$ cat config.mk
export PLATFORM = sky130hd
export DESIGN_NAME = dual_port_ram_flat
export DESIGN_NICKNAME = d
export VERILOG_FILES = /design/src/rtl/dual_port_ram_if.sv /design/src/rtl/dual_port_ram.sv /design/src/flat_wrapper.sv
export SDC_FILE = /design/constraint.sdc
export NUM_CORES = 1
export LEC_CHECK = 0
export ABC_AREA = 1
export CAP_MARGIN = 20
export CORE_MARGIN = 4
export CORE_UTILIZATION = 40
export CTS_CLUSTER_DIAMETER = 40
export DETAILED_ROUTE_END_ITERATION = 10
export SLEW_MARGIN = 20
export SYNTH_ARGS = -nofsm -noshare
export SYNTH_HDL_FRONTEND = slang
export SYNTH_SLANG_ARGS = --single-unit
$ cat constraint.sdc
create_clock -name clock -period 2.05 [get_ports clock]
set_input_delay 0.3075 -clock clock [delete_from_list [all_inputs] [get_ports clock]]
set_output_delay 0.3075 -clock clock [all_outputs]
set_load 0.01 [all_outputs]
$ cat src/rtl/dual_port_ram_if.sv
// Bus bundle for the dual_port_ram.
// The write port (wr_*), the read request (rd_en, rd_addr) and all status
// returns (rd_data, rd_valid, init_busy, drop_err, addr_err) travel together.
//   master : the client that issues writes and reads
//   slave  : the memory itself
interface dual_port_ram_if #(
    parameter int WIDTH = 32,
    parameter int DEPTH = 16
);
    localparam int ADDR_W = (DEPTH > 1) ? $clog2(DEPTH) : 1;
    localparam int BE_W   = WIDTH / 8;

    logic              wr_en;
    logic [ADDR_W-1:0] wr_addr;
    logic [WIDTH-1:0]  wr_data;
    logic [BE_W-1:0]   wr_be;
    logic              rd_en;
    logic [ADDR_W-1:0] rd_addr;
    logic [WIDTH-1:0]  rd_data;
    logic              rd_valid;
    logic              init_busy;
    logic              drop_err;
    logic              addr_err;

    modport master (
        output wr_en, wr_addr, wr_data, wr_be, rd_en, rd_addr,
        input  rd_data, rd_valid, init_busy, drop_err, addr_err
    );

    modport slave (
        input  wr_en, wr_addr, wr_data, wr_be, rd_en, rd_addr,
        output rd_data, rd_valid, init_busy, drop_err, addr_err
    );
endinterface

$ cat src/rtl/dual_port_ram.sv
// Simple dual-port RAM: one byte-enabled write port and one read port running
// concurrently. After reset an internal sweep writes zero to every word
// (init_busy high); requests arriving during the sweep are discarded and
// flagged on drop_err. Reads complete READ_LATENCY edges after acceptance,
// out-of-range addresses are flagged on addr_err (writes suppressed, reads
// return zero), and RDW_MODE selects old (0) or merged new (1) data when the
// read and write ports hit the same word in the same cycle.
// Ports:
//   clock : single clock, all state on posedge
//   reset : asynchronous, active-high
//   bus   : dual_port_ram_if slave modport (requests in, read data/status out)
module dual_port_ram #(
    parameter int WIDTH        = 32,
    parameter int DEPTH        = 16,
    parameter int READ_LATENCY = 1,
    parameter int RDW_MODE     = 0
) (
    input  logic           clock,
    input  logic           reset,
    dual_port_ram_if.slave bus
);
    localparam int ADDR_W = (DEPTH > 1) ? $clog2(DEPTH) : 1;
    localparam int BE_W   = WIDTH / 8;
    // One extra bit so DEPTH itself is representable for range compares.
    localparam logic [ADDR_W:0]   DEPTH_C   = (ADDR_W + 1)'(DEPTH);
    localparam logic [ADDR_W-1:0] LAST_ADDR = ADDR_W'(DEPTH - 1);

    typedef enum logic {ST_CLEAR, ST_READY} state_t;

    state_t            state_reg, state_next;
    logic [ADDR_W-1:0] ptr_reg, ptr_next;
    logic              clearing;

    logic [WIDTH-1:0]  mem [DEPTH];

    logic              ready;
    logic              wr_in_range, rd_in_range;
    logic              wr_ok, rd_ok;
    logic              mem_we;
    logic [ADDR_W-1:0] mem_waddr;
    logic [WIDTH-1:0]  mem_wdata;
    logic [BE_W-1:0]   mem_be;
    logic [WIDTH-1:0]  rd_word;
    logic [WIDTH-1:0]  rd_merged;
    logic              same_word;

    logic              s1_valid_reg;
    logic [WIDTH-1:0]  s1_data_reg;
    logic              out_valid;
    logic [WIDTH-1:0]  out_data;
    logic              drop_err_reg, addr_err_reg;

    // ---------------- clear-sweep FSM ----------------
    always_ff @(posedge clock or posedge reset) begin
        if (reset) begin
            state_reg <= ST_CLEAR;
            ptr_reg   <= '0;
        end else begin
            state_reg <= state_next;
            ptr_reg   <= ptr_next;
        end
    end

    always_comb begin
        state_next = state_reg;
        ptr_next   = ptr_reg;
        clearing   = 1'b0;
        case (state_reg)
            ST_CLEAR: begin
                clearing = 1'b1;
                if (ptr_reg == LAST_ADDR) begin
                    state_next = ST_READY;
                    ptr_next   = '0;
                end else begin
                    ptr_next = ptr_reg + 1'b1;
                end
            end
            default: ;
        endcase
    end

    // ---------------- request qualification ----------------
    assign ready       = (state_reg == ST_READY);
    assign wr_in_range = ({1'b0, bus.wr_addr} < DEPTH_C);
    assign rd_in_range = ({1'b0, bus.rd_addr} < DEPTH_C);
    assign wr_ok       = ready && bus.wr_en && wr_in_range;
    // Out-of-range reads are still accepted; they just return zero.
    assign rd_ok       = ready && bus.rd_en;

    // ---------------- write port (shared with the clear sweep) ----------------
    assign mem_we    = clearing || wr_ok;
    assign mem_waddr = clearing ? ptr_reg : bus.wr_addr;
    assign mem_wdata = clearing ? '0 : bus.wr_data;
    assign mem_be    = clearing ? '1 : bus.wr_be;

    always_ff @(posedge clock) begin
        if (mem_we) begin
            for (int b = 0; b < BE_W; b++) begin
                if (mem_be[b]) begin
                    mem[mem_waddr][8*b +: 8] <= mem_wdata[8*b +: 8];
                end
            end
        end
    end

    // ---------------- read port ----------------
    always_comb begin
        rd_word = '0;
        if (rd_in_range) begin
            rd_word = mem[bus.rd_addr];
        end
    end

    // wr_ok implies the write address is in range, so a match also implies
    // the read address is in range.
    assign same_word = (RDW_MODE == 1) && wr_ok && (bus.wr_addr == bus.rd_addr);

    // Write-first bypass: enabled bytes of the incoming write replace the
    // stored bytes on their way into the read pipeline.
    for (genvar gi = 0; gi < BE_W; gi++) begin : g_rdw
        assign rd_merged[8*gi +: 8] = (same_word && bus.wr_be[gi]) ?
                                      bus.wr_data[8*gi +: 8] : rd_word[8*gi +: 8];
    end

    // Data registers only load with a valid read so rd_data holds otherwise.
    always_ff @(posedge clock or posedge reset) begin
        if (reset) begin
            s1_valid_reg <= 1'b0;
            s1_data_reg  <= '0;
        end else begin
            s1_valid_reg <= rd_ok;
            if (rd_ok) begin
                s1_data_reg <= rd_merged;
            end
        end
    end

    if (READ_LATENCY == 2) begin : g_lat2
        logic             rd_valid_reg;
        logic [WIDTH-1:0] rd_data_reg;

        always_ff @(posedge clock or posedge reset) begin
            if (reset) begin
                rd_valid_reg <= 1'b0;
                rd_data_reg  <= '0;
            end else begin
                rd_valid_reg <= s1_valid_reg;
                if (s1_valid_reg) begin
                    rd_data_reg <= s1_data_reg;
                end
            end
        end

        assign out_valid = rd_valid_reg;
        assign out_data  = rd_data_reg;
    end else begin : g_lat1
        assign out_valid = s1_valid_reg;
        assign out_data  = s1_data_reg;
    end

    // ---------------- status pulses ----------------
    always_ff @(posedge clock or posedge reset) begin
        if (reset) begin
            drop_err_reg <= 1'b0;
            addr_err_reg <= 1'b0;
        end else begin
            drop_err_reg <= clearing && (bus.wr_en || bus.rd_en);
            // A single pulse covers both ports being out of range together.
            addr_err_reg <= ready && ((bus.wr_en && !wr_in_range) ||
                                      (bus.rd_en && !rd_in_range));
        end
    end

    assign bus.rd_valid  = out_valid;
    assign bus.rd_data   = out_data;
    assign bus.init_busy = clearing;
    assign bus.drop_err  = drop_err_reg;
    assign bus.addr_err  = addr_err_reg;
endmodule
$ cat src/flat_wrapper.sv
// flat-port wrapper written by rule: the top's interface ports become plain ports
module dual_port_ram_flat 
#(
    parameter int WIDTH        = 32,
    parameter int DEPTH        = 16,
    parameter int READ_LATENCY = 1,
    parameter int RDW_MODE     = 0
)
  (clock, reset, bus_wr_en, bus_wr_addr, bus_wr_data, bus_wr_be, bus_rd_en, bus_rd_addr, bus_rd_data, bus_rd_valid, bus_init_busy, bus_drop_err, bus_addr_err);
  dual_port_ram_if #(.WIDTH(WIDTH), .DEPTH(DEPTH)) bus_i ();
  input  logic clock;
  input  logic reset;
  input wire logic [$bits(bus_i.wr_en)-1:0] bus_wr_en;
  input wire logic [$bits(bus_i.wr_addr)-1:0] bus_wr_addr;
  input wire logic [$bits(bus_i.wr_data)-1:0] bus_wr_data;
  input wire logic [$bits(bus_i.wr_be)-1:0] bus_wr_be;
  input wire logic [$bits(bus_i.rd_en)-1:0] bus_rd_en;
  input wire logic [$bits(bus_i.rd_addr)-1:0] bus_rd_addr;
  output wire logic [$bits(bus_i.rd_data)-1:0] bus_rd_data;
  output wire logic [$bits(bus_i.rd_valid)-1:0] bus_rd_valid;
  output wire logic [$bits(bus_i.init_busy)-1:0] bus_init_busy;
  output wire logic [$bits(bus_i.drop_err)-1:0] bus_drop_err;
  output wire logic [$bits(bus_i.addr_err)-1:0] bus_addr_err;
  assign bus_i.wr_en = bus_wr_en;
  assign bus_i.wr_addr = bus_wr_addr;
  assign bus_i.wr_data = bus_wr_data;
  assign bus_i.wr_be = bus_wr_be;
  assign bus_i.rd_en = bus_rd_en;
  assign bus_i.rd_addr = bus_rd_addr;
  assign bus_rd_data = bus_i.rd_data;
  assign bus_rd_valid = bus_i.rd_valid;
  assign bus_init_busy = bus_i.init_busy;
  assign bus_drop_err = bus_i.drop_err;
  assign bus_addr_err = bus_i.addr_err;
  dual_port_ram #(.WIDTH(WIDTH), .DEPTH(DEPTH), .READ_LATENCY(READ_LATENCY), .RDW_MODE(RDW_MODE)) u_core (.clock(clock), .reset(reset), .bus(bus_i));
endmodule
Word-level counts from Yosys, hierarchy flattened:

Memory sizes are Yosys's and may differ from the RTL's. A register that Yosys moved wholly into a read port is not among the register bits.
Index checks and enable logic that the tools add are counted.

* input bits: 48
* register bits: 7
* bits in writable memories: 512
* memories: 1
* word-level logic and storage cells: 31

* eq/ne operators: 1
* multiplexer cells: 19
* reductions and logical operators: 5
* add/sub/neg operators: 1

Memory list
* u_core.mem: depth 16, bits a word 32, rd ports 1, clocked after memory_dff 1, wr ports 1, line dual_port_ram.sv:34 `logic [WIDTH-1:0] mem [DEPTH];`

Operators by type and width (number)
* 2-to-1 mux 32 bit: 1
* 2-to-1 mux 1 bit: 15
* 2-to-1 mux 4 bit: 3
* adder 4 x 1 -> 4 bit (second input constant): 1
* equality test 4 bit (second input constant): 1
* logical AND 1 bit: 3
* logical OR 1 bit: 2

Depth between registers and ports, before layout:

* word-level depth: 4
* mapped depth: 12
* mapped depth without buffers: 9

Least setup slack after synthesis:

OpenSTA, ideal clock, no wires.

* path kind: reg-to-reg
* from: reg u_core.state_reg, in the netlist u_core.ready
* to: mem u_core.mem[6][0], enable pin
* stages on the path, launching flop included: 8
* path buffers: 2
* required time: 1.680 ns
* arrival: 1.500 ns
* slack: 0.180 ns
* cells stage by stage: dfrtp_1 -> buf_6 -> buf_4 -> a21oi_2 -> inv_2 -> nor2_2 -> nand2_1 -> nor2_1

* cells in the longest elaborated chain, start to end: 4
* elaborated cells on any way between the ends: 8

Ends and longest elaborated chain
* start, declared: line dual_port_ram.sv:30 `state_t state_reg, state_next;`
* start signal, assigned: line dual_port_ram.sv:59 `state_reg <= state_next;`
* 2-to-1 mux 4 bit, or another cell as far along: line dual_port_ram.sv:94 `assign mem_be = clearing ? '1 : bus.wr_be;`
* 2-to-1 mux 1 bit / logical OR 1 bit (equally long branches): line dual_port_ram.sv:99, dual_port_ram.sv:91
* 2-to-1 mux 1 bit: line dual_port_ram.sv:97 `if (mem_we) begin`
* 2-to-1 mux 1 bit (not written as such): line dual_port_ram.sv:100 `mem[mem_waddr][8*b +: 8] <= mem_wdata[8*b +: 8];`
* end, declared: line dual_port_ram.sv:34

Several ways; a longest one is shown, not always the timed one.

Worst setup path in the final report:

* from: reg u_core.state_reg, in the netlist u_core.ready
* to: mem u_core.mem[10][11], enable pin

Same word-level chain as after synthesis.

==> run summary <==
The number of primary I/O pins came out at 84. The number of antenna diodes is 0. The post-synthesis compound-gate area fraction is 0.002913. Setup repair after global routing could not meet its margin everywhere. The placer's final routability congestion estimate is just under 0.9.

The proportion of total power due to net switching is 0.2283. The detailed-route DRC error count came out at 0. In this run the worst hold path is classified as in2async.

For the worst setup path, the data arrival time is 2.31 ns. In the post-synthesis netlist, the biggest area contributors are edfxtp_1 (68%), nand2_1 (14%), nand3_1 (8.5%). The final wirelength is roughly 60 mm. The final standard cell count with taps included and fillers excluded came out at between 3000 and 4000. The die covers between 60000 and 70000 sq um. The region available for standard cell placement spans approximately 56000 sq um. The internal power consumption is about 0.021 W.

The wire length of the first global-routing pass is 91.57 mm. The pin count of the biggest net entering global routing is 92. The clock network power share came out at 0.477.

The fraction of layout instances using a drive strength above 1 is 0.1405. The maximum ir drop on the vdd rail came out at 0.6648 mV. In this run the worst path has a maximum fanout of 8.

The most frequent cell after synthesis is nand2_1. The static power due to leakage is 10.86 nW. For this block, the initial DRC count from the detailed router was ~1500. The post-detailed-route wirelength per cell came out at ~20 um.

The maximum buffer depth of the clock tree is 3. In the synthesized netlist the dominant register cell turns out to be edfxtp_1. The xor/xnor share of the synthesized area came out at 0.0003848.

The count of standard-cell rows is between 80 and 90. The portion of total power attributed to sequential cells came out at 0.455. The critical path goes through buf_6 > nand2_1 > o21ai_2 > buf_4 > nor2_2 > nand2_1 > buf_4 > nor2_1 > buf_4. The first-pass detailed-route iteration total came out at 6. The clock insertion delay at the later pin of the skew report is 0.60 ns. The net count of the finished layout is 2269. The via count of the first global-routing pass was 15573.

The horizontal die dimension is between 200 and 250 um. The number of flip-flops in the largest register is a little over 500. The cell seen most often among critical-path stages is buf_4. The maximum single-stage delay on the critical path came out at around 0.43 ns. The setup skew after layout is 0.01593 ns. The adder-cell share of the synthesized area came out at 0.0005497. The portion of netlist area occupied by mux cells came out at 0. The placed cell area is 25210 sq um. On the critical path, the stage with the largest delay is an instance of dfrtp_2. The highest clock rate is approximately 500 MHz. The required time of the worst setup path is roughly 2.4 ns. The number of antenna violations at the first check in global routing came out at 0. The switching power of the nets is 0.006252 W.

The count of input and output buffers came out at slightly above 80. In the synthesized netlist the async set-or-reset flop fraction comes to 0.07078. The run finished with clean final reports. The initial utilization of the core area, before any placement, comes to 0.4037. The count of placed standard cells including taps came out at around 2900. The overall overflow remaining after global route is 0. The element type at the critical path start is a flop. The largest total area in the synthesized netlist belongs to edfxtp_1. The total power came out at between 0.02 and 0.03 W. The netlist area before placement came out at 22760 sq um.

The net count after synthesis came out at between 2000 and 2500. The clock tree from TritonCTS is done. For this design, the sink count on the clock tree is approximately 550. The number of buffers created by CTS is 74. The kind of capture point of the worst setup path is a flop. Clock tree synthesis selected as its root buffer the cell clkbuf_16. The portion of synthesized cell area occupied by the leading cell type came out at 0.6754. The routed design could run at a clock period as short as 2.009 ns.

The number of flops mapped to enable cells by yosys is just over 500. The mean post-synth cell area came out at 11.25 sq um. The critical path in this run is classified as reg2reg. The number of H-tree levels came out at 3. Power spread over the standard cell area amounts to 984.1 nW/um^2.

The number of slew-limit violations in the final report is 0. The HPWL after detailed placement came out at 37.84 mm. The synthesized instance count came out at 2024.

The number of max-cap violations is 0. The quantity of hold-fixing buffers added after cts came out at 0. The total via count after detailed routing is ~15000. Headroom to the max-slew limit came out at 0.6315. The count of distinct cell types in the synthesized netlist is 26. After synthesis the netlist holds a flip-flop and latch count of 551.

The vertical die dimension is between 200 and 250 um. After synthesis, the largest family of logic cells by area is simple AND/OR/NAND/NOR gates. The overall routing resource usage is 0.1991.

The simple-gate area share of the yosys netlist came out at 0.2348. In this run the remaining antenna-violating nets after routing total 0. The synthesis-to-layout area growth is 22.27%. The number of failing setup endpoints in the final timing report is 0. The transition time at the pin with the least slew margin came out at approximately 0.55 ns.

After synthesis, the most frequently instantiated cells are nand2_1 (825), edfxtp_1 (512), nand3_1 (385). The register clock-pin slew on the reported worst setup and hold paths is 0.06 ns. After detailed routing, the number of vias per cell comes to between 5 and 6. The number of warnings issued by yosys came out at 0. The finished cells cover between 20000 and 30000 sq um. For this run, the share of the core covered by cells in the final layout is 0.4936. Of the total power, combinational logic draws 0.068. The hold violation total from the final report is 0.

The part of the cycle the worst path needs is 0.9798. Of the synthesized area, sequential elements account for 0.7183.
==> cell type report <==
class	count	area, sq um
timing repair buffer	241	2306
multi-input combinational	1303	5500
clock buffer	76	1881
sequential	551	16350
fill	5133	28550
inverter	49	191.4
clock inverter	58	656.9
tap	756	945.9
==> power groups by stage <==
| stage | combinational (W) | sequential [W] | clock (W) |
|---|---|---|---|
| 2_1_floorplan | 0.000973 | 0.0127 | 0 |
| 3_3_place_gp | 0.00186 | 0.0127 | 0 |
| 3_5_place_dp | 0.00187 | 0.0127 | 0 |
| 4_1_cts | 0.00188 | 0.0125 | 0.0133 |
| 5_1_grt | 0.00205 | 0.0125 | 0.0139 |
| 6_report | 0.00187 | 0.0125 | 0.0131 |
==> routing by layer <==
metal  GRT usage  vias to the layer above  share of wire  routed length [um]
met2      0.3206                      547           0.47               28060
met5           0                        -              0                   0
li1            -                     7327              -                   -
met3     0.03592                      108          0.065                3935
met4     0.06791                        0          0.027                1603
met1      0.2739                     7513           0.44               26540
==> cells by family after synthesis <==
family | Yosys count
AND/OR/NAND/NOR | 1289
flip-flops | 551
buffers and inverters | 170
AO/OA/AOI/OAI | 11
XOR/XNOR | 1
adder cells (fa/ha/maj) | 1
other | 1
==> worst paths after layout <==
path | depth (start not counted) | endpoint | slack (ns) | startpoint
setup / recovery | 9 | u_core.mem[10][11] | 0.04 | u_core.ready
hold / removal | 2 | u_core.bus.drop_err | 0.03 | reset
setup reg to reg | 9 | u_core.mem[10][11] | 0.04 | u_core.ready
hold reg to reg | 2 | u_core.bus.rd_data[10] | 0.48 | u_core.bus.rd_data[10]
max in group asynchronous | 3 | u_core.ready | 1.44 | reset
min in group clock | 6 | u_core.bus.rd_data[22] | 0.36 | bus_rd_addr[3]
==> layout by cell type, fill, tap and decap left out, types with 6 or more instances in the layout <==
master / synthesis / routed
buf_12: 0 / 24
buf_4: 18 / 135
bufinv_16: 0 / 10
clkbuf_16: 0 / 75
clkdlybuf4s50_1: 0 / 77
clkinv_1: 0 / 10
clkinv_4: 0 / 6
clkinvlp_4: 0 / 9
dfrtp_1: 39 / 38
edfxtp_1: 512 / 512
inv_1: 42 / 39
inv_2: 6 / 8
inv_6: 0 / 16
nand2_1: 825 / 821
nand2_2: 4 / 8
nand3_1: 385 / 385
nor2_1: 71 / 63
nor2_2: 2 / 7
==> through the flow <==
step | hold slack [ns] | setup TNS, ns | setup WS (ns)
after global placement | 0.4712 | -48.58 | -0.1914
after CTS | 0.03763 | 0 | 0.0006299
after floorplan | 0.4325 | 0 | 0.1797
after detailed placement | 0.4699 | -58.06 | -0.2179
final | 0.03395 | 0 | 0.04135
after global routing | 0.07184 | -1.129 | -0.03903
==> what timing repair did <==
action                                  4_1_cts  5_1_grt
endpoints found under the setup margin      113      497
resized for setup                             3       17
setup buffers                                 2        1
pin swaps                                     0        1
==> worst max-delay path, delay by kind of cell, from the launching register on <==
| family | cells | cell delay (ns) |
|---|---|---|
| AND/OR/NAND/NOR | 4 | 0.50 |
| flip-flops | 1 | 0.43 |
| AO/OA/AOI/OAI | 1 | 0.09 |
| buffers and inverters | 4 | 0.68 |
Note: power is estimated with default switching activity, not from simulation.
